File: config.mk
export PLATFORM = sky130hd
export DESIGN_NAME = pattern_tx
export DESIGN_NICKNAME = d
export VERILOG_FILES = /design/src/rtl/pattern_tx.sv
export SDC_FILE = /design/constraint.sdc
export NUM_CORES = 1
export LEC_CHECK = 0
export CAP_MARGIN = 10
export CELL_PAD_IN_SITES_DETAIL_PLACEMENT = 0
export CELL_PAD_IN_SITES_GLOBAL_PLACEMENT = 1
export CORE_MARGIN = 8
export CORE_UTILIZATION = 42
export DETAILED_ROUTE_END_ITERATION = 8
export PLACE_DENSITY_LB_ADDON = 0.1
export REMOVE_ABC_BUFFERS = 1
export SETUP_SLACK_MARGIN = 0.3
export SLEW_MARGIN = 5
export SYNTH_ARGS = -nofsm -noshare
export SYNTH_HDL_FRONTEND = slang
export SYNTH_SLANG_ARGS = --single-unit
File: constraint.sdc
create_clock -name clk -period 7.4 [get_ports clk]
set_clock_uncertainty 0.2 [all_clocks]
set_input_delay 1.11 -clock clk [delete_from_list [all_inputs] [get_ports clk]]
set_output_delay 1.11 -clock clk [all_outputs]
set_load 0.05 [all_outputs]
File: src/rtl/pattern_tx.sv
// pattern_tx
// Serial pattern transmitter, the counterpart of the serial pattern detector.
// A WIDTH-bit pattern is accepted on a start/ready handshake and shifted out
// LSB-first, one bit per clk. It can send repeat_cnt+1 copies, with
// GAP_CYCLES idle cycles between consecutive copies.
//
// Ports:
//   clk           clock, rising edge
//   reset_n       asynchronous active-low reset
//   start         transfer request, taken when start && ready
//   patternIn     pattern, latched on acceptance
//   repeat_cnt    extra copies, latched on acceptance
//   abort         synchronous cancel of the running transfer
//   ready         idle, a new transfer can be accepted
//   busy          shifting or in an inter-copy gap
//   serial_out    serial data (IDLE_LEVEL when serial_valid=0)
//   serial_valid  serial_out carries a pattern bit
//   done          one-cycle pulse after the last bit of the last copy
//
// state    | meaning
// ---------+--------------------------------------------------
// ST_IDLE  | waiting for start, line at IDLE_LEVEL
// ST_SHIFT | driving pat[bit_idx] on the line
// ST_GAP   | idle gap between copies, gap_cnt counts down to 0

module pattern_tx #(
    parameter int   WIDTH      = 5,
    parameter int   REPEAT_W   = 4,
    parameter int   GAP_CYCLES = 0,
    parameter logic IDLE_LEVEL = 1'b0
) (
    input  logic                clk,
    input  logic                reset_n,
    input  logic                start,
    input  logic [WIDTH-1:0]    patternIn,
    input  logic [REPEAT_W-1:0] repeat_cnt,
    input  logic                abort,
    output logic                ready,
    output logic                busy,
    output logic                serial_out,
    output logic                serial_valid,
    output logic                done
);

    localparam int IDX_W = $clog2(WIDTH);
    // A zero-cycle gap still needs a 1-bit counter to keep the vector legal.
    localparam int GAP_W = (GAP_CYCLES > 0) ? $clog2(GAP_CYCLES + 1) : 1;
    localparam logic [IDX_W-1:0] LAST_IDX = IDX_W'(WIDTH - 1);
    localparam logic [GAP_W-1:0] GAP_LOAD = GAP_W'((GAP_CYCLES > 0) ? GAP_CYCLES - 1 : 0);

    localparam logic [1:0] ST_IDLE  = 2'd0;
    localparam logic [1:0] ST_SHIFT = 2'd1;
    localparam logic [1:0] ST_GAP   = 2'd2;

    logic [1:0]          state,     state_n;
    logic [WIDTH-1:0]    pat,       pat_n;
    logic [REPEAT_W-1:0] reps_left, reps_n;
    logic [IDX_W-1:0]    bit_idx,   idx_n;
    logic [GAP_W-1:0]    gap_cnt,   gap_n;
    logic                done_n;

    always_comb begin
        state_n = state;
        pat_n   = pat;
        reps_n  = reps_left;
        idx_n   = bit_idx;
        gap_n   = gap_cnt;
        done_n  = 1'b0;
        case (state)
            ST_IDLE: begin
                // abort is meaningless here, so start always wins
                if (start && ready) begin
                    pat_n   = patternIn;
                    reps_n  = repeat_cnt;
                    idx_n   = '0;
                    state_n = ST_SHIFT;
                end
            end
            ST_SHIFT: begin
                if (abort) begin
                    state_n = ST_IDLE;
                end else if (bit_idx == LAST_IDX) begin
                    if (reps_left == '0) begin
                        state_n = ST_IDLE;
                        done_n  = 1'b1;
                    end else begin
                        reps_n = reps_left - 1'b1;
                        idx_n  = '0;
                        if (GAP_CYCLES > 0) begin
                            state_n = ST_GAP;
                            gap_n   = GAP_LOAD;
                        end
                    end
                end else begin
                    idx_n = bit_idx + IDX_W'(1);
                end
            end
            ST_GAP: begin
                if (abort) begin
                    state_n = ST_IDLE;
                end else if (gap_cnt == '0) begin
                    state_n = ST_SHIFT;
                    idx_n   = '0;
                end else begin
                    gap_n = gap_cnt - 1'b1;
                end
            end
            default: state_n = ST_IDLE;
        endcase
    end

    // Outputs are registered from the next-state values so the first bit
    // lands on the line the cycle after acceptance.
    always_ff @(posedge clk or negedge reset_n) begin
        if (!reset_n) begin
            state        <= ST_IDLE;
            pat          <= '0;
            reps_left    <= '0;
            bit_idx      <= '0;
            gap_cnt      <= '0;
            ready        <= 1'b1;
            busy         <= 1'b0;
            serial_out   <= IDLE_LEVEL;
            serial_valid <= 1'b0;
            done         <= 1'b0;
        end else begin
            state        <= state_n;
            pat          <= pat_n;
            reps_left    <= reps_n;
            bit_idx      <= idx_n;
            gap_cnt      <= gap_n;
            ready        <= (state_n == ST_IDLE);
            busy         <= (state_n != ST_IDLE);
            serial_out   <= (state_n == ST_SHIFT) ? pat_n[idx_n] : IDLE_LEVEL;
            serial_valid <= (state_n == ST_SHIFT);
            done         <= done_n;
        end
    end

endmodule

==> impl_metrics.json <==
{
  "yosys.area_share.simple_pct": 13.6,
  "required_ns": 7.39,
  "die-width_um": 64.4,
  "diodes": 0,
  "synth_compound_area_share_pct": 20.5,
  "hold_viol": 0,
  "final.setup.tns_ns": 0,
  "min_path_type": "reg2reg",
  "yosys_register_bits": 19,
  "synthCells": 92,
  "worstSetupPathType": "in2reg",
  "whs_ns": 0.306,
  "ys_seq_area_share_pct": 48.5,
  "gp_congestion": 0.730,
  "synth_xor_area_share_pct": 0,
  "mostFrequentLayoutCells": "dfrtp_1 (18), clkdlybuf4s50_1 (17), inv_1 (8)",
  "synth_cell_type_count": 36,
  "slew_viol_final": 0,
  "antenna_found_initial": 0,
  "post-route-min-period_ns": 3.54,
  "clk_latency_ns": 0.29,
  "first_global_vias": 807,
  "ctsHoldBuffers": 0,
  "cellPowerDensity_mw_per_mm2": 234,
  "postCtsSetupRepairBufs": 0,
  "cp_data_arrival_time_ns": 3.54,
  "synthAdderAreaFrac_pct": 3.82,
  "num_rows": 17,
  "clkTransAtPathRegs_ns": 0.11,
  "htreeDepth": 1,
  "cts_made_buffers": 3,
  "path_max_fanout": 11,
  "synth_warnings": 0,
  "drc": 0,
  "io_buffers": 17,
  "cts_tree": "done",
  "setup_ws_ns": 3.86,
  "slew_headroom_pct": 25.7,
  "avgSynthCellArea_um2": 10.7,
  "fmax_mhz": 282,
  "fp.coreArea_mm2": 0.00221,
  "vias_per_cell": 5.43,
  "ant_nets": 0,
  "io_pins": 18,
  "muxShareOfSynthArea_pct": 8.03,
  "tightest_slew_ns": 1.10,
  "cts_buffer_depth": 2,
  "leakage_nw": 0.515,
  "drt_iter0_drc": 24,
  "die-area_mm2": 0.00414,
  "drt-pass1-iter-count": 4,
  "final_common_cell": "dfrtp_1",
  "outcome": "finished, final reports clean",
  "rsz0062_at_grt": "false",
  "finalCritPeriodShare_pct": 47.9,
  "grt_pass1_wl_um": 3510,
  "dp_hpwl_um": 1470,
  "dp_slack_ns": 3.51,
  "cts.sinks": 19,
  "start_kind": "primary input",
  "finalNetCount": 127,
  "wl_um": 1940,
  "fp.dieH_um": 64.4,
  "layout-drive-gt1-share_pct": 11.8,
  "synth_top_family_by_area": "compound AO/OA/AOI/OAI gates",
  "vdd_drop_max_mv": 0.118,
  "wl_per_cell_um": 14.1,
  "grt-ovfl-total": 0,
  "initial_core_util_pct": 44.4,
  "end_kind": "flip-flop",
  "grtUsageTotal_pct": 10.4,
  "grt_max_degree": 20,
  "ctsResizeCount": 0,
  "root_buffer": "clkbuf_4",
  "finalSetupViolations": 0,
  "cap_viol_max_count": 0,
  "vias": 749,
  "synthToLayoutAreaGrowth_pct": 21.7,
  "synth_area_um2": 982
}
metal layers:
layer / global-route usage [%] / wire [um] / share of wire [%] / vias to the layer above
li1: - / - / - / 366
met1: 11.5 / 864 / 44 / 362
met2: 17.3 / 932 / 48 / 19
met3: 4.18 / 127 / 6.5 / 2
met4: 4.09 / 18 / 0.93 / 0
met5: 0 / 0 / 0 / -
stage by stage:
stage / area (um^2) / utilization, % / cells / power, mW
6_report: 1190 / 54.0 / 138 / 0.279
5_1_grt: 1190 / 54.0 / 138 / 0.298
3_3_place_gp: 1170 / 52.8 / 134 / 0.229
4_1_cts: 1190 / 54.0 / 138 / 0.283
2_1_floorplan: 962 / - / 89 / 0.202
3_5_place_dp: 1170 / 52.8 / 134 / 0.231
layout make-up:
cell class	instances	area [um^2]
clock buffer	3	22.5
inverter	8	30.0
clock inverter	1	5.00
multi-input combinational	62	455
sequential	19	477
fill	222	1020
tap	28	35.0
timing repair buffer	17	170
state kept, by name (all words and copies together) (netlist names):
name	flops
pat	5
reps_left	4
bit_idx	3
state	2
busy	1
done	1
ready	1
serial_out	1
serial_valid	1
power breakdown:
part / switching (mW) / total [mW] / internal, mW
clock: 0.0320 / 0.0521 / 0.0201
combinational: 0.0447 / 0.0871 / 0.0424
sequential: 0.0136 / 0.140 / 0.126
synth_stat cells (all sizes together):
cell type  count  area share [%]
a21oi          7             3.9
a211oi         2             1.5
nand3          2             1.0
clkbuf         1            0.38
conb           1            0.38
or2            1            0.64
and2b          1            0.76
and4b          1             1.0
o21bai         4             3.1
o21a           1            0.76
dfrtp         18              46
or2b           1            0.76
a32o           1             1.0
a22o           2             1.8
a31oi          1            0.64
nor2           5             1.9
inv            8             3.1
o2bb2ai        1            0.89
a22oi          2             1.5
mux2           5             5.7
and2           1            0.64
nand2          2            0.76
buf            2             1.7
nor3           3             1.5
nor2b          1            0.64
nor3b          3             2.3
mux4           1             2.3
o21ai          7             3.6
a21o           1            0.76
o21ba          1             1.0
nor4bb         1             1.7
dfstp          1             2.7
ha             3             3.8
worst paths after layout:
kind	endpoint	startpoint	depth (start not counted)	slack (ns)
worst min-delay path	pat[3]	pat[3]	1	0.31
worst min register to register	pat[3]	pat[3]	1	0.31
worst max-delay path	serial_out	start	5	3.86
worst max register to register	serial_out	ready	4	4.53
max in group asynchronous	pat[3]	reset_n	1	5.40
min in group asynchronous	done	reset_n	1	1.09
logic make-up (layout without fill, tap and decap cells):
group                    after synthesis  count (layout)
AO/OA/AOI/OAI                         30              30
adder cells (fa/ha/maj)                3               3
buffers and inverters                 11              29
flip-flops                            19              19
multiplexers                           6               6
other                                  1               1
AND/OR/NAND/NOR                       22              22
critical path: stages:
cell and delay (ns):
clkdlybuf4s50_1 0.47, nor4bb_2 0.88, mux2_2 0.43, mux4_2 0.47
o21ba_1 0.17
No activity file was read; power rests on OpenSTA's default activity.
